[src/rtl/wb_pipe_reg_pkg.sv]
// Shared constants for the MEM/WB stage register and its counters.
//   RstEnable/WriteEnable/WriteDisable/Stop/NoStop : 1-bit control levels
//   ZeroWord/NOPRegAddr                           : payload clear values
//   CNT_W_DEFAULT                                 : default perf counter width
//   wb_act_e                                      : per-edge stage action
package wb_pipe_reg_pkg;

  localparam logic        RstEnable    = 1'b1;
  localparam logic        WriteEnable  = 1'b1;
  localparam logic        WriteDisable = 1'b0;
  localparam logic        Stop         = 1'b1;
  localparam logic        NoStop       = 1'b0;
  localparam logic [31:0] ZeroWord     = 32'h0;
  localparam logic [4:0]  NOPRegAddr   = 5'b00000;

  localparam int unsigned CNT_W_DEFAULT = 16;

  typedef enum logic [2:0] {
    ACT_RESET,
    ACT_FLUSH,
    ACT_BUBBLE,
    ACT_HOLD,
    ACT_ADVANCE
  } wb_act_e;

endpackage

[src/rtl/wb_pipe_reg_sat_counter.sv]
// Saturating up-counter: counts inc pulses, sticks at all-ones.
//   clk : clock
//   rst : synchronous active-high clear
//   inc : count enable
//   cnt : current count
module sat_counter #(
  parameter int unsigned W = 16
) (
  input  logic         clk,
  input  logic         rst,
  input  logic         inc,
  output logic [W-1:0] cnt
);
  import wb_pipe_reg_pkg::*;

  logic [W-1:0] cnt_q;
  logic [W-1:0] cnt_d;

  always_comb begin
    cnt_d = cnt_q;
    if (inc && (cnt_q != '1)) cnt_d = cnt_q + W'(1);
  end

  always_ff @(posedge clk) begin
    if (rst == RstEnable) cnt_q <= '0;
    else                  cnt_q <= cnt_d;
  end

  assign cnt = cnt_q;

endmodule

[src/rtl/wb_pipe_reg.sv]
// MEM/WB pipeline register with NUM_CH regfile write channels, HI/LO and
// LLbit write-back, flush, valid bit, same-address collision resolution and
// saturating hold/bubble counters. All outputs are registered.
//   clk, rst (sync, active-high), stall vector, flush
//   mem_* : bundle from the memory-access stage
//   wb_*  : registered bundle to write-back
//   hold_cnt / bubble_cnt : saturating performance counters
module wb_pipe_reg
  import wb_pipe_reg_pkg::*;
#(
  parameter int unsigned DATA_W    = 32,
  parameter int unsigned ADDR_W    = 5,
  parameter int unsigned NUM_CH    = 1,
  parameter int unsigned STALL_W   = 6,
  parameter int unsigned STALL_IDX = 4,
  parameter int unsigned CNT_W     = CNT_W_DEFAULT
) (
  input  logic                     clk,
  input  logic                     rst,
  input  logic [STALL_W-1:0]       stall,
  input  logic                     flush,
  input  logic                     mem_valid,
  input  logic [NUM_CH*ADDR_W-1:0] mem_wd,
  input  logic [NUM_CH-1:0]        mem_wreg,
  input  logic [NUM_CH*DATA_W-1:0] mem_wdata,
  input  logic                     mem_whilo,
  input  logic [DATA_W-1:0]        mem_hi,
  input  logic [DATA_W-1:0]        mem_lo,
  input  logic                     mem_llbit_we,
  input  logic                     mem_llbit_value,
  output logic                     wb_valid,
  output logic [NUM_CH*ADDR_W-1:0] wb_wd,
  output logic [NUM_CH-1:0]        wb_wreg,
  output logic [NUM_CH*DATA_W-1:0] wb_wdata,
  output logic                     wb_whilo,
  output logic [DATA_W-1:0]        wb_hi,
  output logic [DATA_W-1:0]        wb_lo,
  output logic                     wb_llbit_we,
  output logic                     wb_llbit_value,
  output logic [CNT_W-1:0]         hold_cnt,
  output logic [CNT_W-1:0]         bubble_cnt
);

  logic stop_here;
  logic stop_next;

  assign stop_here = stall[STALL_IDX];

  // The last stage has no downstream stall bit; treat it as never stopped.
  if (STALL_IDX + 1 < STALL_W) begin : g_next
    assign stop_next = stall[STALL_IDX+1];
  end else begin : g_no_next
    assign stop_next = NoStop;
  end

  wb_act_e act;

  always_comb begin
    act = ACT_ADVANCE;
    if (rst == RstEnable)                           act = ACT_RESET;
    else if (flush)                                 act = ACT_FLUSH;
    else if (stop_here == Stop && stop_next == NoStop) act = ACT_BUBBLE;
    else if (stop_here == Stop && stop_next == Stop)   act = ACT_HOLD;
  end

  // Write-enable sanitiser: drop r0 writes, invalid bundles, and any channel
  // overwritten by a higher-index channel to the same address in this bundle.
  logic [NUM_CH-1:0] wreg_san;

  for (genvar i = 0; i < NUM_CH; i++) begin : g_san
    logic kill;
    always_comb begin
      kill = 1'b0;
      for (int unsigned j = i + 1; j < NUM_CH; j++) begin
        if (mem_wreg[j] && (mem_wd[j*ADDR_W +: ADDR_W] == mem_wd[i*ADDR_W +: ADDR_W]))
          kill = 1'b1;
      end
    end
    assign wreg_san[i] = mem_valid && mem_wreg[i] && !kill &&
                         (mem_wd[i*ADDR_W +: ADDR_W] != '0);
  end

  logic                     valid_q;
  logic [NUM_CH*ADDR_W-1:0] wd_q;
  logic [NUM_CH-1:0]        wreg_q;
  logic [NUM_CH*DATA_W-1:0] wdata_q;
  logic                     whilo_q;
  logic [DATA_W-1:0]        hi_q;
  logic [DATA_W-1:0]        lo_q;
  logic                     llbit_we_q;
  logic                     llbit_value_q;

  always_ff @(posedge clk) begin
    case (act)
      ACT_RESET, ACT_FLUSH, ACT_BUBBLE: begin
        valid_q       <= 1'b0;
        wd_q          <= '0;
        wreg_q        <= '0;
        wdata_q       <= '0;
        whilo_q       <= WriteDisable;
        hi_q          <= '0;
        lo_q          <= '0;
        llbit_we_q    <= WriteDisable;
        llbit_value_q <= 1'b0;
      end
      ACT_HOLD: ;
      default: begin
        valid_q       <= mem_valid;
        wd_q          <= mem_wd;
        wreg_q        <= wreg_san;
        wdata_q       <= mem_wdata;
        whilo_q       <= mem_valid && mem_whilo;
        hi_q          <= mem_hi;
        lo_q          <= mem_lo;
        llbit_we_q    <= mem_valid && mem_llbit_we;
        llbit_value_q <= mem_llbit_value;
      end
    endcase
  end

  assign wb_valid       = valid_q;
  assign wb_wd          = wd_q;
  assign wb_wreg        = wreg_q;
  assign wb_wdata       = wdata_q;
  assign wb_whilo       = whilo_q;
  assign wb_hi          = hi_q;
  assign wb_lo          = lo_q;
  assign wb_llbit_we    = llbit_we_q;
  assign wb_llbit_value = llbit_value_q;

  sat_counter #(.W(CNT_W)) u_hold_cnt (
    .clk (clk),
    .rst (rst),
    .inc (act == ACT_HOLD),
    .cnt (hold_cnt)
  );

  sat_counter #(.W(CNT_W)) u_bubble_cnt (
    .clk (clk),
    .rst (rst),
    .inc (act == ACT_BUBBLE),
    .cnt (bubble_cnt)
  );

endmodule

[config.mk]
export PLATFORM = sky130hd
export DESIGN_NAME = wb_pipe_reg
export DESIGN_NICKNAME = d
export VERILOG_FILES = /design/src/rtl/wb_pipe_reg_pkg.sv /design/src/rtl/wb_pipe_reg_sat_counter.sv /design/src/rtl/wb_pipe_reg.sv
export SDC_FILE = /design/constraint.sdc
export NUM_CORES = 1
export LEC_CHECK = 0
export BUFFER_PORTS_ARGS = -buffer_cell sky130_fd_sc_hd__buf_2
export CAP_MARGIN = 20
export CELL_PAD_IN_SITES_DETAIL_PLACEMENT = 0
export CELL_PAD_IN_SITES_GLOBAL_PLACEMENT = 1
export CORE_UTILIZATION = 32
export DETAILED_ROUTE_END_ITERATION = 6
export GPL_TIMING_DRIVEN = 1
export PLACE_DENSITY = 0.69
export SYNTH_ARGS = -nofsm -noshare
export SYNTH_HDL_FRONTEND = slang
export SYNTH_SLANG_ARGS = --single-unit
[constraint.sdc]
create_clock -name clk -period 7.2 [get_ports clk]
set_input_delay 1.44 -clock clk [delete_from_list [all_inputs] [get_ports clk]]
set_output_delay 1.44 -clock clk [all_outputs]
set_load 0.02 [all_outputs]
== Word level (Yosys, flattened, before mapping) ==
Cells that the tools add are included.

* Order comparisons: 0
* Bitwise gates (word level): 1
* Div/mod/pow operators: 0
* Multipliers: 0
* Shift-type cells: 0
* Muxes and demuxes: 13
* Add/subtract/negate cells: 2
* Reductions and logical operators: 11
* Equal/unequal tests: 5

{| class="wikitable"
|+ Operators by type and width
! cell !! count
|-
| case mux 32 bit (2 select lines) || 3
|-
| adder 16 x 1 -> 16 bit (second input constant) || 2
|-
| != test 16 bit (second input constant) || 2
|-
| 2-to-1 mux 3 bit || 4
|-
| case mux 1 bit (2 select lines) || 5
|-
| case mux 5 bit (2 select lines) || 1
|-
| logical AND 1 bit || 8
|-
| == test 3 x 2 -> 1 bit (second input constant) || 2
|-
| nonzero test 5 bit || 1
|-
| == test 3 x 1 -> 1 bit (second input constant) || 1
|-
| logical NOT 3 bit || 1
|-
| OR reduction 3 bit || 1
|-
| inverter 1 bit || 1
|}

* Output and inout bits: 138
* Memories: 0
* Word-level logic and storage cells: 43
* ROM bits: 0
* Bits in registers: 138
* Memory bits (writable): 0
* Bits in latches: 0

== Depth between registers and ports, before layout ==
Gate-level depths: netlist of run 1.

* Word-level depth: 8
* Gate-level depth with buffers: 7
* Gate-level depth less buffers: 5

== Hierarchy ==
Synthesis of run 1 repeated with hierarchy kept, for this count alone.

* Cell total of the unflattened synthesis: 430
* Area, all modules: 5680.4 um2

{| class="wikitable"
|+ Modules (own cells, without submodules)
! module !! area an instance (um2) !! times used !! cells each
|-
| wb_pipe_reg || 3983.8 || 1 || 232
|-
| sat_counter || 848.3 || 2 || 99
|}

== Least setup slack after synthesis of run 1 ==
OpenSTA, ideal clock, no wires.

* Kind: input-to-reg
* From: in rst
* To: reg u_hold_cnt.cnt_q[7] (netlist: u_hold_cnt.cnt[7])
* Setup slack: 3298 ps
* Path buffers: 2
* Setup time: 121 ps
* Stages on the path: 7
* Data arrival time: 3781 ps
* Data required time: 7079 ps
* Cells stage by stage: buf_6 and4bb_2 inv_2 or2_0 clkbuf_1 nor4_1 mux2_2

* Cells in the longest elaborated chain, start to end: 3

{| class="wikitable"
|+ RTL lines
! what !! RTL line !! RTL
|-
| start: declaration || wb_pipe_reg.sv:19 || <nowiki>input logic rst,</nowiki>
|-
| 2-to-1 mux 3 bit || wb_pipe_reg.sv:60 || <nowiki>if (rst == RstEnable) act = ACT_RESET;</nowiki>
|-
| == test 3 x 2 -> 1 bit || wb_pipe_reg.sv:134 || <nowiki>.inc (act == ACT_HOLD),</nowiki>
|-
| logical AND 1 bit || wb_pipe_reg_sat_counter.sv:21 || <nowiki>if (inc && (cnt_q != '1)) cnt_d = cnt_q + W'(1);</nowiki>
|-
| end signal: assignment || wb_pipe_reg_sat_counter.sv:26 || <nowiki>else cnt_q <= cnt_d;</nowiki>
|-
| end: declaration || wb_pipe_reg_sat_counter.sv:16 || <nowiki>logic [W-1:0] cnt_q;</nowiki>
|}

Several ways; a longest one is shown, not always the timed one.
A chain may end at the register's enable or synchronous reset.

== Worst setup path in the final report of run 1 ==
* From: in rst
* To: reg wdata_q[31] (netlist: wb_wdata[31]) (enable)

* Cells in the longest elaborated chain, start to end: 2

{| class="wikitable"
|+ RTL lines
! what !! RTL line !! RTL
|-
| 2-to-1 mux 3 bit || wb_pipe_reg.sv:60 ||
|-
| == test 3 x 2 -> 1 bit || wb_pipe_reg.sv:94 || <nowiki>case (act)</nowiki>
|-
| end signal: assignment || wb_pipe_reg.sv:111 || <nowiki>wdata_q <= mem_wdata;</nowiki>
|-
| end: declaration || wb_pipe_reg.sv:86 || <nowiki>logic [NUM_CH*DATA_W-1:0] wdata_q;</nowiki>
|}

No other way between the ends.

==> flow_summary.json, run 1 <==
{
  "synthesis.area_mm2": 0.00557,
  "num_vias": 4313,
  "drt_wl_total_mm": 14.4,
  "slew_violations": 0,
  "gp_congestion": 0.798,
  "fmax_ghz": 0.277,
  "worstReg2RegStart": "u_hold_cnt.cnt[0]$_SDFFE_PP0P_",
  "hold_path_class": "reg2reg",
  "synth_edf_count": 106,
  "ys_ff_latch": 138,
  "die_y_um": 134,
  "syn-num-nets": 542,
  "route.detailed.drc": 0,
  "cts_root_buf": "clkbuf_16",
  "core_mm2": 0.0168,
  "reg2reg_to": "u_hold_cnt.cnt[7]$_SDFFE_PP0P_",
  "cts_max_path_buffers": 2,
  "startpoint_type": "input pin",
  "htree_levels": 4,
  "numPortBuffers": 248,
  "critical_path_class": "in2reg",
  "cts.sinks": 138,
  "area_delta_synth_final_pct": 37.0,
  "syn_area_per_cell_um2": 13.1,
  "grt.overflow.total": 0,
  "fillers": 1638,
  "power.switching_mw": 0.445,
  "status": "finished clean",
  "switching_share": 0.229,
  "vdd_drop_max_uv": 157,
  "p_seq_frac": 0.465,
  "drv_cap": 0,
  "fin_ws_ps": 3600,
  "track_usage": 0.160,
  "relSlewSlack": 0.309,
  "clk_latency_ps": 410,
  "holdPathStages": 2,
  "drtIter0Drc": 248,
  "place_hpwl_mm": 10.2,
  "ys.flop_type": "edfxtp_1",
  "die_w_um": 134,
  "power.total_mw": 1.95,
  "yosys_warnings": 0,
  "grt_pass1_wl_mm": 22.1,
  "min_to": "u_hold_cnt.cnt[11]$_SDFFE_PP0P_",
  "synth_cell_types": 45,
  "rsz0062_at_grt": "false",
  "grt_pass1_vias": 4129,
  "tritoncts": "done",
  "finalSetupViolations": 0,
  "clkTransAtPathRegs_ps": 60,
  "synthCells": 425,
  "comb_power_share": 0.080,
  "critical_path.endpoint_type": "flop",
  "clkPwrFrac": 0.455,
  "grt_antenna_before_repair": 2,
  "power.density_mw_per_mm2": 255,
  "viasPerCell": 4.73,
  "cts-hold-fix-buffers": 0,
  "cts_setup_buffers": 0,
  "hold_start": "u_hold_cnt.cnt[11]$_SDFFE_PP0P_",
  "dpl-instance-area_mm2": 0.00703,
  "period_share": 0.501,
  "die-area_mm2": 0.0180,
  "cellInternalPower_mw": 1.50,
  "fin_skew_ps": 4.49,
  "numCtsBuffers": 17,
  "first_pass_iters": 5,
  "arrival_ps": 3640,
  "ff2ff_setup_slack_ps": 4990,
  "cp_max_fo": 67,
  "rr_worst_depth": 5,
  "hold_viol_final": 0,
  "period_needed_ps": 3600,
  "pin_count": 253,
  "ys_seq_area_frac": 0.686,
  "crit_required_ps": 7230,
  "total_leakage_power_nw": 3.45,
  "fin_setup_tns_ps": 0,
  "async_reset_ff_frac": 0,
  "start_util": 0.331,
  "worst_pin_slew_ps": 1020,
  "post_cts_resized": 0,
  "rows": 47,
  "layout-drive-gt1-share": 0.419,
  "detail-route-antenna-nets": 0,
  "grt_max_degree": 105,
  "post-place-ws_ps": 3130,
  "layout.nets": 792,
  "wire_per_inst_um": 15.8,
  "finalInstanceArea_mm2": 0.00764
}
[routing by layer]
metal | part of all wire | vias up | track usage | wire [um]
met5 | 0 | - | 0 | 0
met4 | 0.014 | 0 | 0.0568 | 204
met3 | 0.086 | 15 | 0.0548 | 1230
met2 | 0.49 | 176 | 0.268 | 6980
met1 | 0.41 | 2041 | 0.189 | 5960
li1 | - | 2081 | - | -
[layout by cell type, fill, tap and decap left out, drive strengths merged, types with 8 or more instances in the layout]
cell / netlist / routed
nor2: 12 / 12
dfxtp: 32 / 32
nor4: 10 / 10
buf: 4 / 251
inv: 6 / 9
and2: 104 / 104
a21oi: 15 / 15
nor3: 11 / 11
or4: 8 / 8
edfxtp: 106 / 106
nand4: 12 / 12
nand2: 9 / 9
clkbuf: 17 / 19
nand3: 11 / 11
[cell usage after synthesis, types with 2 or more instances]
master / count / share of area
nand2_1: 9 / 0.0061
or3_1: 5 / 0.0056
or2_0: 2 / 0.0022
o311ai_0: 4 / 0.0063
nor2_1: 12 / 0.0081
and2_1: 104 / 0.12
edfxtp_1: 106 / 0.57
and3_1: 7 / 0.0079
nor3_1: 11 / 0.0099
o21ai_0: 7 / 0.0063
mux2_2: 3 / 0.0061
ha_1: 2 / 0.0045
o41ai_1: 5 / 0.0079
nand4_1: 12 / 0.013
o31ai_1: 7 / 0.0094
a31oi_1: 5 / 0.0056
dfxtp_1: 32 / 0.11
nand3_1: 11 / 0.0099
clkbuf_1: 17 / 0.011
nand3b_1: 2 / 0.0027
nor2b_1: 3 / 0.0034
nor4_1: 10 / 0.011
a21oi_1: 15 / 0.013
or4_1: 8 / 0.011
inv_1: 5 / 0.0034
buf_6: 2 / 0.0040
[state kept, by name (all words and copies together), names as in the netlist]
register          cells
wb_lo                32
wb_whilo              1
wb_hi                32
wb_wdata             32
wb_wreg               1
wb_valid              1
wb_llbit_value        1
wb_llbit_we           1
u_bubble_cnt.cnt     16
u_hold_cnt.cnt       16
wb_wd                 5
[power by group through the flow]
stage / logic, mW / clock network (mW) / registers, mW
6_report: 0.156 / 0.885 / 0.905
5_1_grt: 0.168 / 0.940 / 0.909
4_1_cts: 0.159 / 0.907 / 0.906
3_5_place_dp: 0.159 / 0 / 0.923
3_3_place_gp: 0.157 / 0 / 0.921
2_1_floorplan: 0.0306 / 0 / 0.976
[cells by family (layout without fill, tap and decap cells)]
family,Yosys count,in the layout,synth area share
AND/OR/NAND/NOR,204,204,0.221
flip-flops,138,138,0.686
AO/OA/AOI/OAI,50,50,0.0595
buffers and inverters,27,290,0.0211
multiplexers,4,4,0.00786
adder cells (fa/ha/maj),2,2,0.00449
other,0,3,0
[worst max-delay path by stage]
stage | start | to | cells past startpoint
2_1_floorplan | rst | u_hold_cnt.cnt[7]$_SDFFE_PP0P_ | 7
3_3_place_gp | rst | wb_wdata[16]$_SDFFCE_PP0P_ | 4
3_5_place_dp | rst | wb_wdata[16]$_SDFFCE_PP0P_ | 4
4_1_cts | rst | wb_hi[6]$_SDFFCE_PP0P_ | 4
5_1_grt | rst | wb_hi[6]$_SDFFCE_PP0P_ | 4
6_report | rst | wb_wdata[31]$_SDFFCE_PP0P_ | 4
[metrics by stage]
stage,utilization,instances,hold WS [ps]
after floorplan,-,425,562
after global placement,0.418,875,483
after detailed placement,0.418,875,488
after CTS,0.453,907,500
after global routing,0.454,908,536
final,0.454,911,500
[worst max-delay path, cell delays in order]
cell and delay (ps):
buf_2 540, and4bb_2 380, inv_4 420, buf_4 770
[layout make-up]
class                      count  area (um2)  share of cell area
inverter                       6        25.0             0.00328
timing repair buffer         252        1270               0.166
tap                          220         275              0.0360
clock buffer                  18         429              0.0562
antenna                        3        7.51            0.000983
clock inverter                14         171              0.0224
sequential                   138        3820               0.501
multi-input combinational    260        1640               0.214
Note: power is estimated with default switching activity, not from simulation.
==> inputs of run 2 (changes only) <==
- ABC_AREA: default -> 1
- PLACE_DENSITY: 0.69 -> 0.71
- clock period: 7.2 -> 3.8 ns (I/O delays scaled with it)
==> flow_summary.json, run 2 <==
{
  "start_util": 0.331,
  "grt.overflow.total": 0,
  "fmax_ghz": 0.523,
  "slowest_stage": "nor2_4",
  "tritoncts": "done",
  "hold_path_class": "reg2reg",
  "cellInternalPower_mw": 2.85,
  "cts_root_buf": "clkbuf_16",
  "clkTransAtPathRegs_ps": 60,
  "rows": 49,
  "synth_area_leader_cell": "edfxtp_1",
  "detail-route-antenna-nets": 0,
  "period_share": 0.503,
  "antenna_cells": 0,
  "power.switching_mw": 0.889,
  "drtIter0Drc": 244,
  "clkPwrFrac": 0.451,
  "numPortBuffers": 248,
  "ys.flop_type": "edfxtp_1",
  "synth_edf_count": 106,
  "wire_per_inst_um": 14.0,
  "total_leakage_power_nw": 4.14,
  "status": "finished clean",
  "startpoint_type": "input pin",
  "finalSetupViolations": 0,
  "post_cts_resized": 0,
  "cp_top_family": "simple AND/OR/NAND/NOR gates",
  "grt_pass1_wl_mm": 25.0,
  "synth_cell_types": 29,
  "layout-drive-gt1-share": 0.346,
  "async_reset_ff_frac": 0,
  "viasPerCell": 4.29,
  "fin_setup_tns_ps": 0,
  "drv_cap": 0,
  "yosysMostFrequentCell": "nor2_1",
  "path_cells": "buf_2, inv_2, nand3_2, nor2_4, inv_4, nor2_4, nand3_1, nand2_1, nor2_1",
  "grt_antenna_before_repair": 0,
  "critPathMostFrequentCell": "nor2_4",
  "hold_viol_final": 0,
  "p_seq_frac": 0.459,
  "clk_latency_ps": 410,
  "route.detailed.drc": 0,
  "post-place-ws_ps": 1370,
  "cts_setup_buffers": 0,
  "first_pass_iters": 4,
  "relSlewSlack": 0.654,
  "slew_violations": 0,
  "mostFrequentLayoutCell": "buf_2",
  "drt_wl_total_mm": 15.8,
  "vdd_drop_max_uv": 283,
  "worst_hold_slack_ps": 504,
  "fin_skew_ps": 10.7,
  "power.total_mw": 3.73,
  "core_mm2": 0.0183,
  "period_needed_ps": 1910,
  "place_hpwl_mm": 11.3,
  "critical_path.endpoint_type": "flop",
  "num_vias": 4848,
  "cts_max_path_buffers": 2,
  "syn_area_per_cell_um2": 9.52,
  "synthesis.area_mm2": 0.00605,
  "numCtsBuffers": 17,
  "syn-num-nets": 752,
  "comb_power_share": 0.090,
  "die_y_um": 139,
  "htree_levels": 4,
  "track_usage": 0.167,
  "slowest_delay_ps": 400,
  "final_cell_mix": "buf_2, nor2_1, inv_1",
  "power.density_mw_per_mm2": 459,
  "cp_max_fo": 26,
  "cts.sinks": 138,
  "cts-hold-fix-buffers": 0,
  "fin_ws_ps": 1890,
  "yosysTopAreaCellShare": 0.526,
  "synth_area_leaders": "edfxtp_1, dfxtp_1, nor2_1",
  "die_w_um": 139,
  "layout.nets": 1005,
  "ys_seq_area_frac": 0.632,
  "switching_share": 0.238,
  "yosys_warnings": 0,
  "pin_count": 253,
  "die-area_mm2": 0.0195,
  "grt_pass1_vias": 4742,
  "crit_required_ps": 4110,
  "utilization": 0.445,
  "worst_pin_slew_ps": 519,
  "ys_ff_latch": 138,
  "critical_path_class": "in2reg",
  "area_delta_synth_final_pct": 34.4,
  "critPathBufInv": 3,
  "rsz0062_at_grt": "false",
  "synthCells": 635,
  "ys_top_cells_by_count": "nor2_1, inv_1, edfxtp_1",
  "arrival_ps": 2220,
  "gp_congestion": 0.758,
  "grt_max_degree": 43
}
-- run 2: cell count changes in the layout (fill, tap and decap cells not counted), sizes merged, moves of 7 or more --
cell | before | now
a21oi | 15 | 28
and2 | 104 | 0
and3 | 7 | 0
inv | 9 | 132
nand2 | 9 | 109
nand3 | 11 | 23
nor2 | 12 | 151
nor3 | 11 | 3
nor4 | 10 | 1
o31ai | 7 | 0
or4 | 8 | 0
xor2 | 0 | 7
-- run 2: cell families (layout without fill, tap and decap cells) --
family,count (synthesis),in the layout,synth area share
AOI/OAI and AO/OA,33,33,0.0323
DFF,138,138,0.632
xor gates and xnor gates,11,11,0.0159
adders and majority gates,2,2,0.00414
and+or+nand+nor,302,302,0.213
buffers and inverters,149,414,0.103
-- run 2: area by class of cell --
type                    count  area [um2]
flip-flops and latches    138        3820
well taps                 229         287
inverters                 129         487
fillers                  1801       10100
repair buffers            254        1320
multi-input cells         348        1610
clock buffers              17         425
clock inverters            14         171
-- run 2: path summary, 6_finish.rpt --
kind | start | endpoint | slack [ps] | cells after the start
hold / removal | u_bubble_cnt.cnt[1]$_SDFFE_PP0P_ | u_bubble_cnt.cnt[1]$_SDFFE_PP0P_ | 500 | 2
hold reg to reg | u_bubble_cnt.cnt[1]$_SDFFE_PP0P_ | u_bubble_cnt.cnt[1]$_SDFFE_PP0P_ | 500 | 2
setup / recovery | rst | u_hold_cnt.cnt[15]$_SDFFE_PP0P_ | 1890 | 9
setup reg to reg | u_hold_cnt.cnt[0]$_SDFFE_PP0P_ | u_hold_cnt.cnt[11]$_SDFFE_PP0P_ | 1930 | 7
-- run 2: layer usage --
layer	vias up	global-route usage	wire length, um
met1	2185	0.208	6860
met4	0	0.0608	223
met5	-	0	0
met2	158	0.280	7730
met3	15	0.0416	1020
li1	2490	-	-
-- run 2: power groups by stage --
stage,clock (mW),sequential (mW),combinational [mW]
global route,1.80,1.72,0.364
floorplan,0,1.85,0.0833
global placement,0,1.74,0.338
detailed placement,0,1.75,0.339
CTS,1.73,1.72,0.341
finish,1.68,1.71,0.335
-- run 2: tightest hold or removal path, cell delays in order (launching register included) --
cell and delay (ps):
dfxtp_1 330, nand2_1 70, a21oi_1 60
-- run 2: through the flow --
step	cells	instance area, um2
floorplan	635	6050
global placement	1098	7530
detailed placement	1098	7530
CTS	1129	8130
global route	1129	8130
finish	1129	8130
